===== src/rtl/heap_level_ctrl.sv =====
// heap_level_ctrl: one level of a pipelined systolic heap sorter.
// Sifts INSERT values down and bubbles POP holes into the level below.

module heap_level_ctrl #(
  parameter int DATA_W    = 16,
  parameter int LEVEL     = 3,
  parameter int CNT_W     = 8,
  parameter int MIN_FIRST = 1,
  parameter int LEAF      = 0,
  localparam int AW = (LEVEL > 0) ? LEVEL : 1,
  localparam int WW = CNT_W + DATA_W
) (
  input  logic              clk,
  input  logic              rst,
  input  logic              clk_en,
  input  logic              up_in_val,
  input  logic              up_in_op,
  input  logic [DATA_W-1:0] up_in,
  input  logic [AW-1:0]     up_in_addr,
  output logic              ready_out,
  output logic              idle_out,
  output logic [AW-1:0]     tm_addr,
  input  logic [WW-1:0]     tm_din,
  output logic [WW-1:0]     tm_dout,
  output logic              tm_we,
  output logic [AW-1:0]     lm_addr,
  input  logic [WW-1:0]     lm_din,
  output logic [AW-1:0]     rm_addr,
  input  logic [WW-1:0]     rm_din,
  output logic              low_out_val,
  output logic              low_out_op,
  output logic [DATA_W-1:0] low_out,
  output logic [LEVEL:0]    low_out_addr,
  input  logic              ready_in,
  input  logic              child_idle_in,
  output logic [DATA_W-1:0] pop_dout,
  output logic              pop_dout_val,
  output logic              ovf,
  output logic              err
);

  typedef enum logic [1:0] {
    IDLE,
    RD,
    CMP,
    ISSUE
  } state_t;

  state_t state_q, state_d;

  logic              op_q;
  logic [DATA_W-1:0] in_q;
  logic [AW-1:0]     addr_q;
  logic              err_q;
  logic              lop_q;
  logic [DATA_W-1:0] lval_q;
  logic [LEVEL:0]    laddr_q;

  logic              accept;
  logic [CNT_W-1:0]  n_cnt, l_cnt, r_cnt;
  logic [CNT_W-1:0]  cnt_inc, cnt_dec;
  logic [DATA_W-1:0] n_val, l_val, r_val;
  logic [DATA_W-1:0] keep, lose;
  logic              in_win, pick_r;
  logic [AW:0]       la_full;

  logic [WW-1:0]     word_d;
  logic [DATA_W-1:0] fval_d;
  logic              we_d, fwd_d, fdir_d;
  logic              ovf_d, popv_d, err_set;

  // strict "a sorts ahead of b"; equal keys never win
  function automatic logic beats(
    input logic [DATA_W-1:0] a,
    input logic [DATA_W-1:0] b
  );
    beats = (MIN_FIRST != 0) ? (a < b) : (a > b);
  endfunction

  assign idle_out  = ~rst & (state_q == IDLE);
  assign ready_out = idle_out & child_idle_in;
  assign accept    = clk_en & up_in_val & ready_out;

  assign tm_addr = addr_q;
  assign lm_addr = addr_q;
  assign rm_addr = addr_q;

  assign n_cnt = tm_din[WW-1:DATA_W];
  assign n_val = tm_din[DATA_W-1:0];
  assign l_cnt = lm_din[WW-1:DATA_W];
  assign l_val = lm_din[DATA_W-1:0];
  assign r_cnt = rm_din[WW-1:DATA_W];
  assign r_val = rm_din[DATA_W-1:0];

  assign cnt_inc = n_cnt + CNT_W'(1);
  assign cnt_dec = n_cnt - CNT_W'(1);

  assign in_win = beats(in_q, n_val);
  assign keep   = in_win ? in_q : n_val;
  assign lose   = in_win ? n_val : in_q;
  assign pick_r = (r_cnt != '0) &&
                  ((l_cnt == '0) || beats(r_val, l_val));

  assign la_full = {addr_q, fdir_d};

  // next state plus the CMP-cycle node update and forward decision
  always_comb begin
    state_d = state_q;
    word_d  = tm_din;
    fval_d  = '0;
    we_d    = 1'b0;
    fwd_d   = 1'b0;
    fdir_d  = 1'b0;
    ovf_d   = 1'b0;
    popv_d  = 1'b0;
    err_set = 1'b0;
    case (state_q)
      IDLE: begin
        if (accept) state_d = RD;
      end
      RD: begin
        state_d = CMP;
      end
      CMP: begin
        if (!op_q) begin
          if (n_cnt == '0) begin
            word_d = {CNT_W'(1), in_q};
            we_d   = 1'b1;
          end else if (LEAF != 0) begin
            word_d = {n_cnt, keep};
            we_d   = in_win;
            ovf_d  = 1'b1;
          end else begin
            word_d = {cnt_inc, keep};
            we_d   = 1'b1;
            fwd_d  = 1'b1;
            fval_d = lose;
            fdir_d = (r_cnt < l_cnt);
          end
        end else begin
          popv_d = 1'b1;
          if (n_cnt == '0) begin
            err_set = 1'b1;
          end else if ((n_cnt == CNT_W'(1)) || (LEAF != 0)) begin
            word_d = {CNT_W'(0), n_val};
            we_d   = 1'b1;
          end else begin
            word_d = {cnt_dec, pick_r ? r_val : l_val};
            we_d   = 1'b1;
            fwd_d  = 1'b1;
            fdir_d = pick_r;
          end
        end
        state_d = fwd_d ? ISSUE : IDLE;
      end
      ISSUE: begin
        if (ready_in) state_d = IDLE;
      end
      default: state_d = IDLE;
    endcase
  end

  assign tm_we        = we_d & clk_en & ~rst;
  assign tm_dout      = tm_we ? word_d : '0;
  assign pop_dout_val = popv_d & clk_en & ~rst;
  assign pop_dout     = pop_dout_val ? n_val : '0;
  assign ovf          = ovf_d & clk_en & ~rst;
  assign err          = err_q;

  assign low_out_val  = (state_q == ISSUE);
  assign low_out_op   = lop_q;
  assign low_out      = lval_q;
  assign low_out_addr = laddr_q;

  // FSM state register, frozen while clk_en is low
  always_ff @(posedge clk) begin
    if (rst) begin
      state_q <= IDLE;
    end else if (clk_en) begin
      state_q <= state_d;
    end
  end

  // request latch, forwarded-op bundle and sticky empty-pop error
  always_ff @(posedge clk) begin
    if (rst) begin
      op_q    <= 1'b0;
      in_q    <= '0;
      addr_q  <= '0;
      err_q   <= 1'b0;
      lop_q   <= 1'b0;
      lval_q  <= '0;
      laddr_q <= '0;
    end else if (clk_en) begin
      if (accept) begin
        op_q   <= up_in_op;
        in_q   <= up_in;
        addr_q <= up_in_addr;
      end
      if (fwd_d) begin
        lop_q   <= op_q;
        lval_q  <= fval_d;
        laddr_q <= la_full[LEVEL:0];
      end
      if (err_set) err_q <= 1'b1;
    end
  end

endmodule


===== config.mk =====
export PLATFORM = sky130hd
export DESIGN_NAME = heap_level_ctrl
export DESIGN_NICKNAME = d
export VERILOG_FILES = /design/src/rtl/heap_level_ctrl.sv
export SDC_FILE = /design/constraint.sdc
export NUM_CORES = 1
export LEC_CHECK = 0
export ABC_CLOCK_PERIOD_IN_PS = 3350
export CORE_ASPECT_RATIO = 1.2
export CORE_MARGIN = 4
export CORE_UTILIZATION = 44
export CTS_CLUSTER_SIZE = 30
export DETAILED_ROUTE_END_ITERATION = 10
export PLACE_DENSITY = 0.8
export SYNTH_ARGS = -nofsm -noshare
export SYNTH_HDL_FRONTEND = slang
export SYNTH_SLANG_ARGS = --single-unit

===== constraint.sdc =====
create_clock -name clk -period 3.35 [get_ports clk]
set_input_delay 0.67 -clock clk [delete_from_list [all_inputs] [get_ports clk]]
set_output_delay 0.67 -clock clk [all_outputs]
set_load 0.01 [all_outputs]

**Word-level counts from Yosys, hierarchy flattened**

Cells that the tools add are included.

- Add/sub/neg operators: 2
- Multipliers: 0
- Div/mod/pow operators: 0
- Order comparisons: 3
- Equality and inequality tests: 6
- Shifts and indexed selects: 0
- Multiplexer cells: 35
- Bitwise logic cells: 9
- Reductions and logical operators: 10

Operators by type and width:

| operator | number |
|---|---|
| $mux 24 | 6 |
| $mux 16 | 7 |
| $lt 16x16->1 | 2 |
| $mux 1 | 18 |
| $logic_not 8->1 | 2 |
| $add 8x1->8 const B | 1 |
| $and 1x1->1 | 8 |
| $eq 8x1->1 const B | 1 |
| $lt 8x8->1 | 1 |
| $pmux 2 s4 | 1 |
| $reduce_bool 8->1 | 1 |
| $sub 8x1->8 const B | 1 |
| $mux 2 | 3 |
| $reduce_and 2->1 | 3 |
| $eq 2x2->1 const B | 2 |
| $reduce_and 3->1 | 1 |
| $eq 2x1->1 const B | 1 |
| $logic_not 2->1 | 1 |
| $ne 2x1->1 const B | 1 |
| $ne 2x2->1 const B | 1 |
| $logic_and 1x1->1 | 1 |
| $logic_or 1x1->1 | 1 |
| $not 1->1 | 1 |

- Bits in registers: 44
- Bits in latches: 0
- Memory bits (writable): 0
- Memory bits (read-only): 0
- Bits of input ports: 98
- Word-level logic and storage cells: 73
- Memories kept: 0

**Depth between registers and ports, before layout**

Gate-level depths: netlist of run 1.

- Word-level depth: 9
- Gate-level depth with buffers: 11
- Gate-level depth less buffers: 9

**Least setup slack after synthesis of run 1**

Ideal clock, no wire load.

- Kind: in2out
- Start: input tm_din[5]
- End: output tm_dout[10]
- Data arrival time: 2531 ps
- Path slack: 149 ps
- Stages: 10
- Path buffers: 1
- Path through: inv_1 -> ha_1 -> a21oi_1 -> o21ai_0 -> a221oi_1 -> a21oi_2 -> a31oi_4 -> buf_6 -> nor2_1 -> nor4_2

- Word-level cells in the longest chain between the ends: 6

RTL lines:

| item | line | RTL |
|---|---|---|
| from (decl) | 23 | `input logic [WW-1:0] tm_din,` |
| $lt 16x16->1 | 77 | `beats = (MIN_FIRST != 0) ? (a < b) : (a > b);` |
| $mux 16 | 99 | `assign keep = in_win ? in_q : n_val;` |
| $mux 24 | 126 | `if (n_cnt == '0) begin` |
| $mux 24 | 125 | `if (!op_q) begin` |
| $mux 24 | 117 | `case (state_q)` |
| $mux 24 | 164 | `assign tm_dout = tm_we ? word_d : '0;` |
| to (decl) | 24 | `output logic [WW-1:0] tm_dout,` |

Every way passes these cells.

**Final worst setup path of run 1**

- Start: input lm_din[15]
- End: output tm_dout[4]

- Word-level cells in the longest chain between the ends: 9

RTL lines:

| item | line | RTL |
|---|---|---|
| from (decl) | 27 | `input logic [WW-1:0] lm_din,` |
| $lt 16x16->1 | 77 |  |
| $logic_or 1x1->1 | 102 | `((l_cnt == '0) \|\| beats(r_val, l_val));` |
| $logic_and 1x1->1 | 101 | `assign pick_r = (r_cnt != '0) &&` |
| $mux 16 | 148 | `word_d = {cnt_dec, pick_r ? r_val : l_val};` |
| $mux 24 | 144 | `end else if ((n_cnt == CNT_W'(1)) \|\| (LEAF != 0)) begin` |
| $mux 24 | 142 | `if (n_cnt == '0) begin` |
| $mux 24 | 125 |  |
| $mux 24 | 117 |  |
| $mux 24 | 164 |  |

Every way passes these cells.

==> results of run 1 <==
-- flip-flops by register name, summed over array words and instances, names as in the netlist --
register	count
low_out_addr	4
low_out	16
op_q	1
low_out_op	1
state_q	2
err	1
lm_addr	3
in_q	16
-- metal layers --
metal | share of wire [%] | up-vias | routed length (µm) | GRT usage, %
met5 | 0 | - | 0 | 0
met4 | 7.8 | 0 | 1825 | 16.81
met3 | 8.8 | 182 | 2062 | 4.275
met2 | 48 | 531 | 11200 | 57.18
met1 | 36 | 2995 | 8419 | 38.85
li1 | - | 2766 | - | -
-- worst paths after layout --
kind         slack [ps]                  endpoint                     start  depth (start not counted)
max                -320                tm_dout[4]                lm_din[15]                         14
min                 460  low_out[15]$_SDFFE_PP0P_  low_out[15]$_SDFFE_PP0P_                          2
max reg2reg        1040  low_out[15]$_SDFFE_PP0P_      in_q[5]$_SDFFE_PP0P_                         11
min reg2reg         460  low_out[15]$_SDFFE_PP0P_  low_out[15]$_SDFFE_PP0P_                          2
-- cell families (layout without fill, tap and decap cells) --
family,after synthesis,count (layout),synth area share (%)
other cells,1,2,0.08758
flops,44,44,20.57
compound gates,150,150,22.94
xor+xnor,10,10,2.046
fa+ha+maj,40,40,11.69
simple gates,263,263,30.57
mux,7,7,1.637
buf+inv,91,412,10.46
-- report_power, final --
part | internal [µW] | leakage, µW | switching (µW) | total [µW]
registers | 530 | 0.000355 | 9.40 | 540
logic | 354 | 0.00320 | 311 | 665
clock network | 350 | 0.0000798 | 200 | 550
-- final cells by class --
class,count,share of cell area [%]
multi-input cells,471,45.19
repair buffers,360,38.12
flip-flops and latches,44,10.56
inverters,44,2.249
well taps,123,1.844
clock buffers,5,1.499
clock inverters,3,0.5098
diodes,1,0.02999
-- repair_timing --
action,in CTS,in global routing
gates cloned,2,0
gates resized for setup,303,161
pin swaps,65,61
buffers inserted,32,19
endpoints found under the setup margin,25,24
-- stage by stage --
stage	utilization, %	power, µW	hold slack [ps]
2_1_floorplan	-	717.1	466.2
3_3_place_gp	72.75	984.9	440.0
3_5_place_dp	72.75	996.5	442.7
4_1_cts	81.08	1598	461.4
5_1_grt	87.69	1809	485.9
6_report	87.69	1755	463.1
-- worst max-delay path: cells and delay by family --
kind / cells / cell delay [ps]
adder cells (fa/ha/maj): 1 / 270
AO/OA/AOI/OAI: 2 / 410
buffers and inverters: 6 / 710
AND/OR/NAND/NOR: 5 / 910
-- cell usage in the layout, fill, tap and decap left out, types with 8 or more instances in the layout --
cell type          n
o22ai_1           15
dfxtp_1           44
inv_2             23
nor2_4            11
o21ai_0           11
o21ai_2           16
ha_4              26
buf_6             22
buf_2             23
clkdlybuf4s15_1   13
nand2_1           95
buf_4            166
buf_8             10
ha_1              10
a41o_1            14
dlygate4sd2_1     13
nand3_1            8
nor4_2            18
nor3_1            27
nor2_1            47
inv_1             12
a21oi_1           59
clkdlybuf4s50_1   94
==> metrics.md, run 1 <==
| Metric | Value |
|---|---|
| Status | finished, violations left |
| Failing checks | setup timing |
| Placed cells | 990 |
| Row count | 39 |
| Worst Path Required | 2680 ps |
| Clk sinks | 44 |
| Place WS | -1039 ps |
| Yosys warns | 0 |
| Most numerous cell in the Yosys netlist | nand2_1 |
| DP HPWL | 13570 µm |
| Die Wd | 98.05 µm |
| Die height | 116.1 µm |
| Fill cells | 463 |
| Worst-Margin Slew | 731.1 ps |
| DRT iter0 DRCs | 672 |
| Final Hold Viols | 0 |
| Tcrit/Tclk final | 109.5% |
| All-Layer GR Usage | 32.53% |
| Synth top cells by count | 100 x nand2_1, 66 x a21oi_1, 63 x nor2_1 |
| Final Non-Filler Cells | 1051 |
| Core area | 9515 µm² |
| CP max stage delay | 310 ps |
| DR vias | 6474 |
| Netlist cell types | 58 |
| Seq/Total Area, Yosys | 20.57% |
| Port Buffers | 173 |
| Slew headroom | 51.26% |
| I/O pins | 175 |
| Hold buffers post-CTS | 0 |
| Overall routed net length | 23510 µm |
| Footprint of the multi-input gates | 3771 µm² |
| Post-route ant nets | 0 |
| Pin count of the biggest net entering global routing | 32 |
| Post-Syn Area | 4282 µm² |
| First-pass GRT wire length | 30070 µm |
| Clk_lat worst skew | 290 ps |
| Final WS setup | -318.1 ps |
| Max-slew violations | 0 |
| Routed WL per cell | 22.37 µm |
| # DRC | 0 |
| Largest cells by area after synthesis | dfxtp_1 21%, ha_1 12%, nand2_1 8.8%, a21oi_1 7.7%, nor2_1 5.5% |
| Critical path's slowest cell | nor3_4 |
| Count of endpoints failing setup in the final report | 17 |
| Clk pin slew, worst setup/hold paths | 60 ps |
| Crit-path cells | buf_6 -> inv_4 -> ha_4 -> nand4_1 -> nor3_4 -> a32oi_2 -> nand3_4 -> buf_4 -> buf_8 -> buf_4 -> nor3_4 -> a41o_1 -> nor4_2 -> buf_2 |
| Share of layout cells above drive strength 1 | 44.23% |
| Synth Register Bits | 44 |
| Initial core utilization | 45.00% |
| Syn Inst Count | 606 |
| CTS Buffer Depth | 2 |
| RSZ-0062 raised after global routing | yes |
| Crit path time final | 3668 ps |
| Top FF cell, synth | dfxtp_1 |
| P&R area growth vs syn | 94.89% |
| Post-synth top area share | 20.57% |
| Synth Net Count | 744 |
| Dpl cell area | 6923 µm² |
| Setup TNS Final | -3066 ps |
| Clock skew | 6.887 ps |
| Drt pass-1 iters | 6 |
| Yosys top cell by area | dfxtp_1 |
| CP Max Fanout | 7 |
| Initial antenna violation count | 1 |
| Leak | 0.003633 µW |
| Async SR Flop Fraction | 0% |
| Setup crit end kind | output pin |
| Max rail drop VDD | 0.4075 mV |
| Nets | 1064 |
| Kind of critical path | input port to output pin |
| Die area | 11380 µm² |
| Worst Hold Class | register to register |
| CTS Buf Count | 5 |
| Max-cap viol count | 0 |
| Critical Path AT | 3000 ps |
| # H-tree levels | 2 |
| Crit start category | input port |
| Post-Layout Inst Area | 8344 µm² |
| Mapped Avg Cell Area | 7.065 µm² |
| Global placer's final weighted congestion | 0.9430 |
| Total congestion overflow | 0 |
| Root buf cell | clkbuf_16 |
| Number of synthesized flops with an enable pin | 0 |
| Maximum clock frequency | 0.2726 GHz |
| Drt via density | 6.160 |
| Sequential Area | 880.8 µm² |
| CTS tree | yes |
| Total power divided by cell area | 210.3 nW/µm² |
| Vias in the first global route | 6025 |
No activity file was read; power rests on OpenSTA's default activity.
==> inputs of run 2 (changes only) <==
--- a/config.mk
+++ b/config.mk
@@ -8,10 +8,10 @@
 export ABC_CLOCK_PERIOD_IN_PS = 3350
 export CORE_ASPECT_RATIO = 1.2
 export CORE_MARGIN = 4
-export CORE_UTILIZATION = 44
+export CORE_UTILIZATION = 25
 export CTS_CLUSTER_SIZE = 30
 export DETAILED_ROUTE_END_ITERATION = 10
-export PLACE_DENSITY = 0.8
+export PLACE_DENSITY = 0.49
 export SYNTH_ARGS = -nofsm -noshare
 export SYNTH_HDL_FRONTEND = slang
 export SYNTH_SLANG_ARGS = --single-unit
==> run 2 against run 1 <==
Against the previous run: sequential share of layout area increased by 0.55 points; sequential cell count unchanged; combinational power decreased by 20%; cell area decreased by 5.0%; the flow still finishes with violations (setup timing); routed wire length decreased by 18%.
==> metrics.md, run 2 (synthesis gave the netlist of run 1 again) <==
| Metric | Value |
|---|---|
| DRT iter0 DRCs | 342 (-49%) |
| Count of endpoints failing setup in the final report | 8 (-9) |
| All-Layer GR Usage | 19.27% (-13 points) |
| Fill cells | 1690 (+270%) |
| CTS tree | yes |
| Status | finished, violations left |
| Slack of the worst reg-to-reg path | 1120 ps (+80 ps) |
| Maximum clock frequency | 0.2956 GHz (+8.4%) |
| Tcrit/Tclk final | 101.0% (-8.5 points) |
| Total power divided by cell area | 199.6 nW/µm² (-5.1%) |
| Critical Path AT | 2710 ps (-290 ps) |
| First-pass GRT wire length | 29750 µm (-1.1%) |
| Routed WL per cell | 17.28 µm (-23%) |
| I/O pins | 175 (unchanged) |
| CP Max Fanout | 7 (unchanged) |
| CP max stage delay | 470 ps (+160 ps) |
| Share of layout cells above drive strength 1 | 39.02% (-5.2 points) |
| Final WS setup | -33.29 ps (+284.8 ps) |
| Worst Path Required | 2680 ps (about the same) |
| Root buf cell | clkbuf_16 |
| Overall routed net length | 19250 µm (-18%) |
| DR vias | 5443 (-16%) |
| Max rail drop VDD | 0.1622 mV (-60%) |
| Clk sinks | 44 (unchanged) |
| Post-route ant nets | 0 (unchanged) |
| Clk_lat worst skew | 290 ps (about the same) |
| Die height | 151.4 µm (+30%) |
| Reg2reg start | in_q[5]$_SDFFE_PP0P_ |
| Final Non-Filler Cells | 1114 (+6.0%) |
| Die Wd | 127.5 µm (+30%) |
| Sequential Area | 880.8 µm² (unchanged) |
| Setup crit end kind | output pin |
| Post-Layout Inst Area | 7930 µm² (-5.0%) |
| Nets | 1034 (-2.8%) |
| Placed cells | 1072 (+8.3%) |
| Hold path start | low_out[7]$_SDFFE_PP0P_ |
| Final Hold Viols | 0 (unchanged) |
| Max-slew violations | 0 (unchanged) |
| Pin count of the biggest net entering global routing | 32 (unchanged) |
| Core area | 16850 µm² (+77%) |
| CTS Buffer Depth | 2 (unchanged) |
| Vias in the first global route | 5668 (-5.9%) |
| Initial core utilization | 25.41% (-20 points) |
| Place WS | -1089 ps (-50.57 ps) |
| Row count | 52 (+33%) |
| Clock skew | 3.743 ps (-3.145 ps) |
| # DRC | 0 (unchanged) |
| Max-cap viol count | 0 (unchanged) |
| Kind of critical path | input port to output pin |
| Worst-Margin Slew | 762.5 ps (+31.46 ps) |
| Clk pin slew, worst setup/hold paths | 60 ps (about the same) |
| Footprint of the multi-input gates | 3563 µm² (-5.5%) |
| Port Buffers | 173 (unchanged) |
| Die area | 19290 µm² (+70%) |
| Drt pass-1 iters | 5 (-1) |
| Crit path time final | 3383 ps (-284.8 ps) |
| Commonest cells after routing, fill and taps aside | 141 x buf_4, 94 x nand2_1, 93 x clkdlybuf4s50_1 |
| CTS Buf Count | 5 (unchanged) |
| P&R area growth vs syn | 85.21% |
| Leak | 0.003441 µW (-5.3%) |
| Min-Delay Endpoint | low_out[7]$_SDFFE_PP0P_ |
| Drt via density | 4.886 (-21%) |
| Slew headroom | 49.16% (-2.1 points) |
| Failing checks | setup timing |
| Worst Hold Class | register to register |
| DP HPWL | 14700 µm (+8.3%) |
| Hold path cells | 2 (unchanged) |
| Initial antenna violation count | 1 (unchanged) |
| Dpl cell area | 6994 µm² (+1.0%) |
| Most common cell after layout, fill and taps aside | buf_4 |
| Total Power | 1583 µW (-9.8%) |
| Total congestion overflow | 0 (unchanged) |
| Global placer's final weighted congestion | 0.8980 (-4.8%) |
| RSZ-0062 raised after global routing | yes |
| # H-tree levels | 2 (unchanged) |
| Crit-path cells | buf_8 -> inv_6 -> ha_4 -> a2111o_1 -> a32oi_2 -> nand3_4 -> buf_6 -> a41o_1 -> nor4_2 -> buf_2 |
| Crit start category | input port |
| Worst Reg2Reg Path Length in Cells | 12 (+1) |
| Critical path's slowest cell | a2111o_1 |
| Crit Reg-Reg Endpoint | low_out[15]$_SDFFE_PP0P_ |
[run 2: critical path: cells and delay by family]
| family | cells | cell delay, ps |
|---|---|---|
| compound gates | 3 | 940 |
| fa+ha+maj | 1 | 190 |
| buf+inv | 4 | 510 |
| simple gates | 2 | 400 |
[run 2: how the worst max path moves through the flow]
stage               depth (start not counted)  slack (ps)      start     endpoint
floorplan                                  10         150  tm_din[5]  tm_dout[10]
global placement                           12        -990  tm_din[5]  tm_dout[14]
detailed placement                         12       -1090  tm_din[5]  tm_dout[14]
CTS                                        10         -20  lm_din[1]  tm_dout[12]
global route                               14        -120  tm_din[5]  tm_dout[15]
finish                                     10         -30  lm_din[1]  tm_dout[12]
[run 2: routing by layer]
| layer | vias up | part of all wire [%] | global-route usage (%) |
|---|---|---|---|
| li1 | 2708 | - | - |
| met1 | 2525 | 43 | 24.51 |
| met2 | 177 | 49 | 33.38 |
| met3 | 33 | 5.1 | 2.293 |
| met4 | 0 | 3.0 | 7.082 |
| met5 | - | 0 | 0 |
[run 2: metrics by stage]
| step | TNS (ps) | util, % | hold WS [ps] |
|---|---|---|---|
| 2_1_floorplan | 0 | - | 466.2 |
| 3_3_place_gp | -18160 | 41.51 | 441.0 |
| 3_5_place_dp | -19900 | 41.51 | 445.1 |
| 4_1_cts | -52.39 | 45.92 | 459.2 |
| 5_1_grt | -999.6 | 47.06 | 472.2 |
| 6_report | -118.5 | 47.06 | 456.5 |
[run 2: what timing repair did]
item                                    in CTS  in global routing
pin swaps                                   61                 29
resized for setup                          335                 50
cloned                                       4                  0
setup buffers                               21                  9
hold buffers                                 0                  0
endpoints found under the setup margin      25                 18
[run 2: power breakdown]
part	internal, µW	switching (µW)	total [µW]
clock	297	216	513
sequential	530	7.52	538
combinational	288	244	533
[run 2: cell type report]
cell class	count	area share [%]
Inverter	44	2.177
Clock buffer	6	1.751
Antenna cell	1	0.03156
Multi-Input combinational cell	471	44.94
Tap cell	216	3.408
Timing Repair Buffer	330	36.40
Sequential cell	44	11.11
Clock inverter	2	0.1893
==> inputs of run 3 (changes only) <==
--- a/config.mk
+++ b/config.mk
@@ -11,7 +11,8 @@
 export CORE_UTILIZATION = 25
 export CTS_CLUSTER_SIZE = 30
 export DETAILED_ROUTE_END_ITERATION = 10
-export PLACE_DENSITY = 0.49
+export PLACE_DENSITY = 0.59
+export RECOVER_POWER = 50
 export SYNTH_ARGS = -nofsm -noshare
 export SYNTH_HDL_FRONTEND = slang
 export SYNTH_SLANG_ARGS = --single-unit
==> run 3 against run 2 <==
Against the previous run: the flow still finishes with violations (setup timing); register-to-register slack better by 70 ps; critical endpoint is now tm_dout[1]; non-clock buffer count increased by 2; largest cell class unchanged; combinational power fell by 1%; highest routed layer unchanged.
==> metrics.md, run 3 (synthesis gave the netlist of run 1 again) <==
| Metric | Value |
|---|---|
| Status | finished, violations left |
| Failing checks | setup timing |
| Crit path time final | 3422 ps (+38.44 ps) |
| Die height | 151.4 µm (unchanged) |
| I/O pins | 175 (unchanged) |
| Final Hold Viols | 0 (unchanged) |
| DR vias | 5426 (-0.31%) |
| Port Buffers | 173 (unchanged) |
| Slew headroom | 45.05% (-4.1 points) |
| Critical Path AT | 2750 ps (+40 ps) |
| Max-slew violations | 0 (unchanged) |
| Dpl cell area | 7019 µm² (+0.36%) |
| Initial antenna violation count | 1 (unchanged) |
| Clk_lat worst skew | 290 ps (about the same) |
| CTS Buffer Depth | 2 (unchanged) |
| Routed WL per cell | 17.29 µm (about the same) |
| Die Wd | 127.5 µm (unchanged) |
| Row count | 52 (unchanged) |
| Final Non-Filler Cells | 1116 (+0.18%) |
| Maximum clock frequency | 0.2923 GHz (-1.1%) |
| Placed cells | 1082 (+0.93%) |
| Final WS setup | -71.73 ps (-38.44 ps) |
| Share of layout cells above drive strength 1 | 41.16% (+2.1 points) |
| CP Max Fanout | 8 (+1) |
| All-Layer GR Usage | 18.64% (-0.63 points) |
| Nets | 1036 (+0.19%) |
| Commonest cells after routing, fill and taps aside | 138 x buf_4, 94 x nand2_1, 61 x a21oi_1 |
| Global placer's final weighted congestion | 0.8662 (-3.5%) |
| RSZ-0062 raised after global routing | yes |
| Clk pwr share | 35.8% (+3.4 points) |
| Worst-Margin Slew | 824.2 ps (+61.67 ps) |
| Max-cap viol count | 0 (unchanged) |
| Pin count of the biggest net entering global routing | 32 (unchanged) |
| DP HPWL | 14500 µm (-1.4%) |
| Post-route ant nets | 0 (unchanged) |
| Crit path max-delay family | simple AND/OR/NAND/NOR gates |
| Overall routed net length | 19290 µm (+0.23%) |
| Crit-path cells | buf_8 -> inv_4 -> ha_4 -> nand4_1 -> nor3_4 -> a32oi_2 -> nand3_2 -> buf_6 -> buf_8 -> nor3_4 -> a41o_1 -> nor4_2 -> buf_2 |
| Place WS | -1050 ps (+39.19 ps) |
| Switching Share | 27.29% (-2.3 points) |
| Hold buffers post-CTS | 0 (unchanged) |
| Clk sinks | 44 (unchanged) |
| Max rail drop VDD | 0.3547 mV (+120%) |
| Most common cell after layout, fill and taps aside | buf_4 |
| Drt pass-1 iters | 5 (unchanged) |
| Worst Hold Class | register to register |
| NetSw | 452.6 µW (-3.2%) |
| Total congestion overflow | 0 (unchanged) |
| Drt via density | 4.862 (-0.49%) |
| First-pass GRT wire length | 28860 µm (-3.0%) |
| P&R area growth vs syn | 85.36% (about the same) |
| Pint | 1206 µW (+8.1%) |
| DRT iter0 DRCs | 235 (-31%) |
| CP max stage delay | 290 ps (-180 ps) |
| Crit start category | input port |
| Setup crit end kind | output pin |
| CTS Buf Count | 5 (unchanged) |
| CTS tree | yes |
| Comb power frac | 31.7% (-1.9 points) |
| Total power divided by cell area | 209.0 nW/µm² (+4.7%) |
| Die area | 19290 µm² (unchanged) |
| Critical path's slowest cell | nor3_4 |
| Initial core utilization | 25.41% (unchanged) |
| Slack of the worst reg-to-reg path | 1190 ps (+70 ps) |
| Kind of critical path | input port to output pin |
| Clk pin slew, worst setup/hold paths | 60 ps (about the same) |
| Count of endpoints failing setup in the final report | 7 (-1) |
| # DRC | 0 (unchanged) |
| Clock skew | 4.506 ps (+0.7630 ps) |
| Leak | 0.003621 µW (+5.2%) |
| Hold WS | 445.5 ps (-11.04 ps) |
| Core area | 16850 µm² (unchanged) |
| Tcrit/Tclk final | 102.1% (+1.1 points) |
| Root buf cell | clkbuf_16 |
| Post-Layout Inst Area | 7936 µm² (about the same) |
| Vias in the first global route | 5472 (-3.5%) |
| Worst Path Required | 2680 ps (about the same) |
| Reg power frac | 32.5% (-1.5 points) |
| # H-tree levels | 2 (unchanged) |
| Buffers & Inverters on Critical Path | 5 (+1) |
[run 3: per-stage QoR]
step	utilization, %	setup TNS, ps	total power (µW)
6_report	47.10	-288.2	1658
3_5_place_dp	41.65	-19970	996.8
5_1_grt	47.10	-1272	1740
2_1_floorplan	-	0	717.1
3_3_place_gp	41.65	-19000	994.3
4_1_cts	44.89	-8.138	1625
[run 3: worst register-to-register path: stages, from the launching register on]
cell and delay, ps:
dfxtp_1 450, ha_4 240, o211ai_1 200, nor2_2 80
a31oi_2 210, a21oi_2 90, buf_4 160, buf_4 130
buf_4 200, a21oi_1 190, o21ai_0 90
[run 3: timing repair]
| item | in CTS | in global routing |
|---|---|---|
| hold endpoints to repair | 0 | 0 |
| gates cloned | 2 | 1 |
| endpoints found under the setup margin | 25 | 18 |
| buffers inserted | 13 | 15 |
| gates resized for setup | 291 | 160 |
| pin swaps | 70 | 53 |
[run 3: area by class of cell]
cell class | instances | area (µm²)
antenna | 1 | 2.502
clock buffer | 7 | 152.6
clock inverter | 1 | 30.03
fill | 1696 | 8915
inverter | 44 | 182.7
multi-input combinational | 471 | 3573
sequential | 44 | 880.8
tap | 216 | 270.3
timing repair buffer | 332 | 2844
[run 3: layer usage]
metal | vias up | wire, µm | track usage (%)
met5 | - | 0 | 0
met4 | 0 | 667 | 7.242
met3 | 37 | 922 | 2.081
met2 | 170 | 9307 | 31.80
met1 | 2503 | 8395 | 24.04
li1 | 2716 | - | -
[run 3: worst paths after layout]
check / startpoint / end / cells past startpoint
hold / removal: low_out[2]$_SDFFE_PP0P_ / low_out[2]$_SDFFE_PP0P_ / 2
setup / recovery: lm_din[13] / tm_dout[1] / 13
hold reg to reg: low_out[2]$_SDFFE_PP0P_ / low_out[2]$_SDFFE_PP0P_ / 2
setup reg to reg: in_q[3]$_SDFFE_PP0P_ / low_out[14]$_SDFFE_PP0P_ / 10
[run 3: power by group through the flow]
stage	clock (µW)	combinational, µW	sequential (µW)
floorplan	0	168	549
global placement	0	446	548
detailed placement	0	448	549
CTS	607	480	538
global route	630	571	539
finish	594	526	538
